<file path="config.mk">
export PLATFORM = sky130hd
export DESIGN_NAME = alu_nibble_sequencer
export DESIGN_NICKNAME = d
export VERILOG_FILES = /design/src/rtl/alu_nibble_sequencer.sv
export SDC_FILE = /design/constraint.sdc
export NUM_CORES = 1
export LEC_CHECK = 0
export CAP_MARGIN = 15
export CORE_MARGIN = 10
export CORE_UTILIZATION = 45
export DETAILED_ROUTE_END_ITERATION = 10
export GPL_ROUTABILITY_DRIVEN = 0
export GPL_TIMING_DRIVEN = 0
export PLACE_DENSITY = 0.79
export SLEW_MARGIN = 30
export SYNTH_ARGS = -nofsm -noshare
export SYNTH_HDL_FRONTEND = slang
export SYNTH_SLANG_ARGS = --single-unit
</file>
<file path="constraint.sdc">
create_clock -name clk -period 6.4 [get_ports clk]
set_input_delay 0.96 -clock clk [delete_from_list [all_inputs] [get_ports clk]]
set_output_delay 0.96 -clock clk [all_outputs]
set_load 0.01 [all_outputs]
</file>
<file path="src/rtl/alu_nibble_sequencer.sv">
// rtl/alu_nibble_sequencer.sv - nibble-serial initiator for a 4-bit ALU slice
// Accepts one WIDTH-bit op, walks the slice one nibble per cycle and assembles result/flags.
module alu_nibble_sequencer #(
    parameter int NIBBLES = 4,
    parameter int WIDTH   = 4 * NIBBLES
) (
    input  logic             clk,
    input  logic             reset,
    input  logic             start,
    input  logic [2:0]       op,
    input  logic [WIDTH-1:0] a,
    input  logic [WIDTH-1:0] b,
    output logic             busy,
    output logic             done,
    output logic [WIDTH-1:0] result,
    output logic             zero,
    output logic             cout,
    output logic             overflow,
    output logic             illegal,
    output logic [3:0]       alu_a,
    output logic [3:0]       alu_b,
    output logic             alu_cin,
    output logic             alu_less,
    output logic [2:0]       alu_op,
    input  logic [3:0]       alu_result,
    input  logic             alu_cout,
    input  logic             alu_set
);
    localparam int IW = (NIBBLES > 1) ? $clog2(NIBBLES) : 1;
    localparam logic [2:0] OP_AND = 3'b000;
    localparam logic [2:0] OP_OR  = 3'b001;
    localparam logic [2:0] OP_ADD = 3'b010;
    localparam logic [2:0] OP_SUB = 3'b110;
    localparam logic [2:0] OP_SLT = 3'b111;

    typedef enum logic [1:0] {S_IDLE, S_RUN, S_DONE} state_t;

    state_t            state;
    logic [IW-1:0]     idx;
    logic [IW-1:0]     nidx;
    logic [WIDTH-1:0]  a_q;
    logic [WIDTH-1:0]  b_q;
    logic [2:0]        op_q;
    logic              legal_q;
    logic [WIDTH-1:0]  acc;
    logic [WIDTH-1:0]  acc_next;
    logic [WIDTH-1:0]  fin_result;
    logic              last;
    logic              sub_q;
    logic              arith_q;
    logic              ovf_raw;
    logic              less;
    logic              op_legal;

    assign alu_less = 1'b0;
    assign op_legal = (op == OP_AND) || (op == OP_OR) || (op == OP_ADD) ||
                      (op == OP_SUB) || (op == OP_SLT);
    assign sub_q    = (op_q == OP_SUB) || (op_q == OP_SLT);
    assign arith_q  = sub_q || (op_q == OP_ADD);
    assign last     = (idx == IW'(NIBBLES - 1));
    assign nidx     = idx + IW'(1);

    // SLT is decided from the top-nibble sum MSB, corrected by signed overflow of a-b
    assign ovf_raw = (a_q[WIDTH-1] == (b_q[WIDTH-1] ^ sub_q)) && (alu_set != a_q[WIDTH-1]);
    assign less    = alu_set ^ ovf_raw;

    always_comb begin
        acc_next = acc;
        acc_next[4*idx +: 4] = alu_result;
        fin_result = '0;
        if (legal_q) begin
            if (op_q == OP_SLT) fin_result = {{(WIDTH-1){1'b0}}, less};
            else                fin_result = acc_next;
        end
    end

    always_ff @(posedge clk) begin
        if (reset) begin
            state    <= S_IDLE;
            idx      <= '0;
            a_q      <= '0;
            b_q      <= '0;
            op_q     <= '0;
            legal_q  <= 1'b0;
            acc      <= '0;
            busy     <= 1'b0;
            done     <= 1'b0;
            result   <= '0;
            zero     <= 1'b0;
            cout     <= 1'b0;
            overflow <= 1'b0;
            illegal  <= 1'b0;
            alu_a    <= '0;
            alu_b    <= '0;
            alu_cin  <= 1'b0;
            alu_op   <= '0;
        end else begin
            case (state)
                S_IDLE: begin
                    if (start) begin
                        state   <= S_RUN;
                        idx     <= '0;
                        a_q     <= a;
                        b_q     <= b;
                        op_q    <= op;
                        legal_q <= op_legal;
                        busy    <= 1'b1;
                        if (op_legal) begin
                            alu_a   <= a[3:0];
                            alu_b   <= b[3:0];
                            alu_op  <= (op == OP_SLT) ? OP_SUB : op;
                            alu_cin <= (op == OP_SUB) || (op == OP_SLT);
                        end
                    end
                end
                S_RUN: begin
                    acc <= acc_next;
                    if (last) begin
                        state    <= S_DONE;
                        done     <= 1'b1;
                        result   <= fin_result;
                        zero     <= (fin_result == '0);
                        cout     <= legal_q && arith_q && alu_cout;
                        overflow <= legal_q && arith_q && (op_q != OP_SLT) && ovf_raw;
                        illegal  <= !legal_q;
                        alu_a    <= '0;
                        alu_b    <= '0;
                        alu_cin  <= 1'b0;
                        alu_op   <= '0;
                    end else begin
                        idx <= nidx;
                        if (legal_q) begin
                            alu_a   <= a_q[4*nidx +: 4];
                            alu_b   <= b_q[4*nidx +: 4];
                            alu_cin <= arith_q && alu_cout;
                        end
                    end
                end
                default: begin
                    state <= S_IDLE;
                    done  <= 1'b0;
                    busy  <= 1'b0;
                end
            endcase
        end
    end
endmodule

</file>
==> flow_metrics.env <==
export IMPL_outcome="finished clean"
export IMPL_r2r_slack_ns=3.95
export IMPL_antennaDiodeCount=0
export IMPL_clk_pin_slew_ns=0.08
export IMPL_p_leak_uw=0.001801
export IMPL_drt_iter0_markers=230
export IMPL_ant_nets=0
export IMPL_routed_top_layer="met4"
export IMPL_yosys_register_bits=90
export IMPL_wl_met3_um=846
export IMPL_cts_repair_resize_count=0
export IMPL_area_growth_pct=26.42
export IMPL_synth_top_cells_by_count="nand2_1 (116), dfxtp_1 (90), a21oi_1 (60)"
export IMPL_critPathSlowestCell="o31ai_2"
export IMPL_synth_area_per_cell_um2=8.405
export IMPL_period_minus_slack_ns=2.721
export IMPL_syn_inst=475
export IMPL_dp_hpwl_um=8677
export IMPL_ys_seq_area_share_pct=45.13
export IMPL_slew_violations=0
export IMPL_ys_flop_type="dfxtp_1"
export IMPL_slew_headroom_pct=52.50
export IMPL_power_density_nw_per_um2=223.8
export IMPL_insertion_delay_ns=0.36
export IMPL_htreeDepth=3
export IMPL_fin_setup_tns_ns=0
export IMPL_final_core_util_pct=58.16
export IMPL_dr_wl_met2_um=5663
export IMPL_synth_area_leaders="dfxtp_1 (45%), nand2_1 (11%), a21oi_1 (7.5%), mux4_2 (4.5%), nor2_1 (3.5%)"
export IMPL_hold_class="flip-flop to flip-flop"
export IMPL_grt_overflow=0
export IMPL_syn_area_um2=3993
export IMPL_cts_root_buf="clkbuf_8"
export IMPL_die_w_um=114.2
export IMPL_hold_buffers=0
export IMPL_synth_top_area_share_pct=45.13
export IMPL_maxCapViolCount=0
export IMPL_initial_core_util_pct=46.01
export IMPL_grt_usage_pct=17.43
export IMPL_drtPass1Iterations=7
export IMPL_start_kind="input pin"
export IMPL_crit_fanout=8
export IMPL_grt_start_max_net_pins=14
export IMPL_max_freq_mhz=367.5
export IMPL_hold_viol=0
export IMPL_rsz0062_at_grt="no"
export IMPL_drive_gt1_share_pct=6.018
export IMPL_cts_made_buffers=9
export IMPL_postCtsSetupRepairBufs=0
export IMPL_num_rows=34
export IMPL_fin_worst_skew_ns=0.005132
export IMPL_fp_dieArea_um2=13040
export IMPL_ys_warn_count=0
export IMPL_setup_viol=0
export IMPL_core_um2=8678
export IMPL_grt_pass1_vias=3840
export IMPL_critical_path_arrival_ns=2.94
export IMPL_grt_antenna_before_repair=0
export IMPL_drt_wirelength_per_cell_um=17.21
export IMPL_io_pins=79
export IMPL_synth_cell_types=45
export IMPL_cp_slowest_stage_delay_ns=0.65
export IMPL_synth_top_cell_by_area="dfxtp_1"
export IMPL_worstMarginPinSlew_ns=0.7083
export IMPL_crit_chain="clkdlybuf4s50_1, or3b_1, buf_2, o31ai_2, a21o_1, a211oi_1"
export IMPL_io_buffers=76
export IMPL_layout_worst_path_cycle_share_pct=42.52
export IMPL_via_per_inst=5.615
export IMPL_cts_path_max_buffers=2
export IMPL_grt_pass1_wl_um=18530
export IMPL_die_y_um=114.2
export IMPL_synth_edff_count=0
export IMPL_critical_path_class="input pin to flip-flop"
export IMPL_async_flop_share_pct=0
export IMPL_layout_nets=612
export IMPL_drc=0
export IMPL_endpoint_kind="flip-flop"
export IMPL_vdd_drop_max_uv=129.1
export IMPL_vias=3779
export IMPL_met1Wirelength_um=4818
export IMPL_cts_tree="built"
export IMPL_syn_nets=525
export IMPL_crit_required_ns=6.62
export IMPL_clock_sinks=90
export IMPL_yosysMostFrequentCell="nand2_1"
export IMPL_routed_wl_um=11580
-- report_power, final --
group	internal, uW	total (uW)	switching [uW]	leakage, uW
Clock	146	336	190	0.0000810
Sequential	585	603	18.1	0.000734
Combinational	87.4	190	103	0.000986
Total	819	1130	311	0.00180
-- worst paths after layout --
path,startpoint,end,cells after the start
worst max register to register,idx[0],alu_b[2],8
worst max-delay path,start,alu_b[2],6
worst min-delay path,result[1],result[1],2
worst min register to register,result[1],result[1],2
-- layout by cell type (no fill, tap or decap), types with 10 or more instances in the layout --
master	netlist	layout
a22oi_1	15	15
clkbuf_1	24	25
a211oi_1	13	13
a21oi_1	60	60
nand2_1	116	116
clkbuf_8	0	10
clkdlybuf4s50_1	0	76
dfxtp_1	90	90
nor2_1	37	37
a22o_1	12	12
-- cell families after synthesis --
group                      Yosys count  synth area share, %
AOI/OAI and AO/OA                  130                21.03
xor gates and xnor gates             1               0.2194
adders and majority gates            6                1.880
buffers and inverters               41                4.231
DFF                                 90                45.13
muxes                               11                5.390
other                                1              0.09392
and+or+nand+nor                    195                22.03
-- sequential cells by signal, indices dropped and copies added, names as in the netlist, 2 cells and up --
signal  flops
op_q        3
alu_b       4
state       2
result     16
a_q        16
alu_op      3
alu_a       4
b_q        16
idx         2
acc        16
-- per-layer routing --
| metal | vias up | GRT usage [%] |
|---|---|---|
| li1 | 1821 | - |
| met1 | 1780 | 20.03 |
| met2 | 155 | 30.11 |
| met3 | 23 | 4.350 |
| met4 | 0 | 7.268 |
| met5 | - | 0 |
-- area by class of cell --
cell class                 instances  area [um^2]
fill                             792         3631
multi-input combinational        344         2022
sequential                        90         1802
timing repair buffer              76        760.7
buffer                            34        142.6
clock buffer                      11        141.4
tap                              108        135.1
inverter                           7        26.28
clock inverter                     3        17.52
-- critical path, delay by kind of cell --
kind,cells,cell delay (ns)
buf+inv,2,0.69
compound gates,3,0.93
simple gates,1,0.36
-- metrics by stage --
stage | area, um^2 | instances | hold slack (ns) | power [uW] | worst slack, ns
floorplan | 3993 | 475 | 0.4331 | 720.5 | 4.083
global placement | 4888 | 659 | 0.4419 | 796.4 | 3.422
detailed placement | 4888 | 659 | 0.4462 | 803.6 | 3.322
CTS | 5047 | 673 | 0.4589 | 1132 | 3.703
global route | 5047 | 673 | 0.4807 | 1172 | 3.643
finish | 5047 | 673 | 0.4579 | 1130 | 3.679
(Power assumes the default switching activity.)
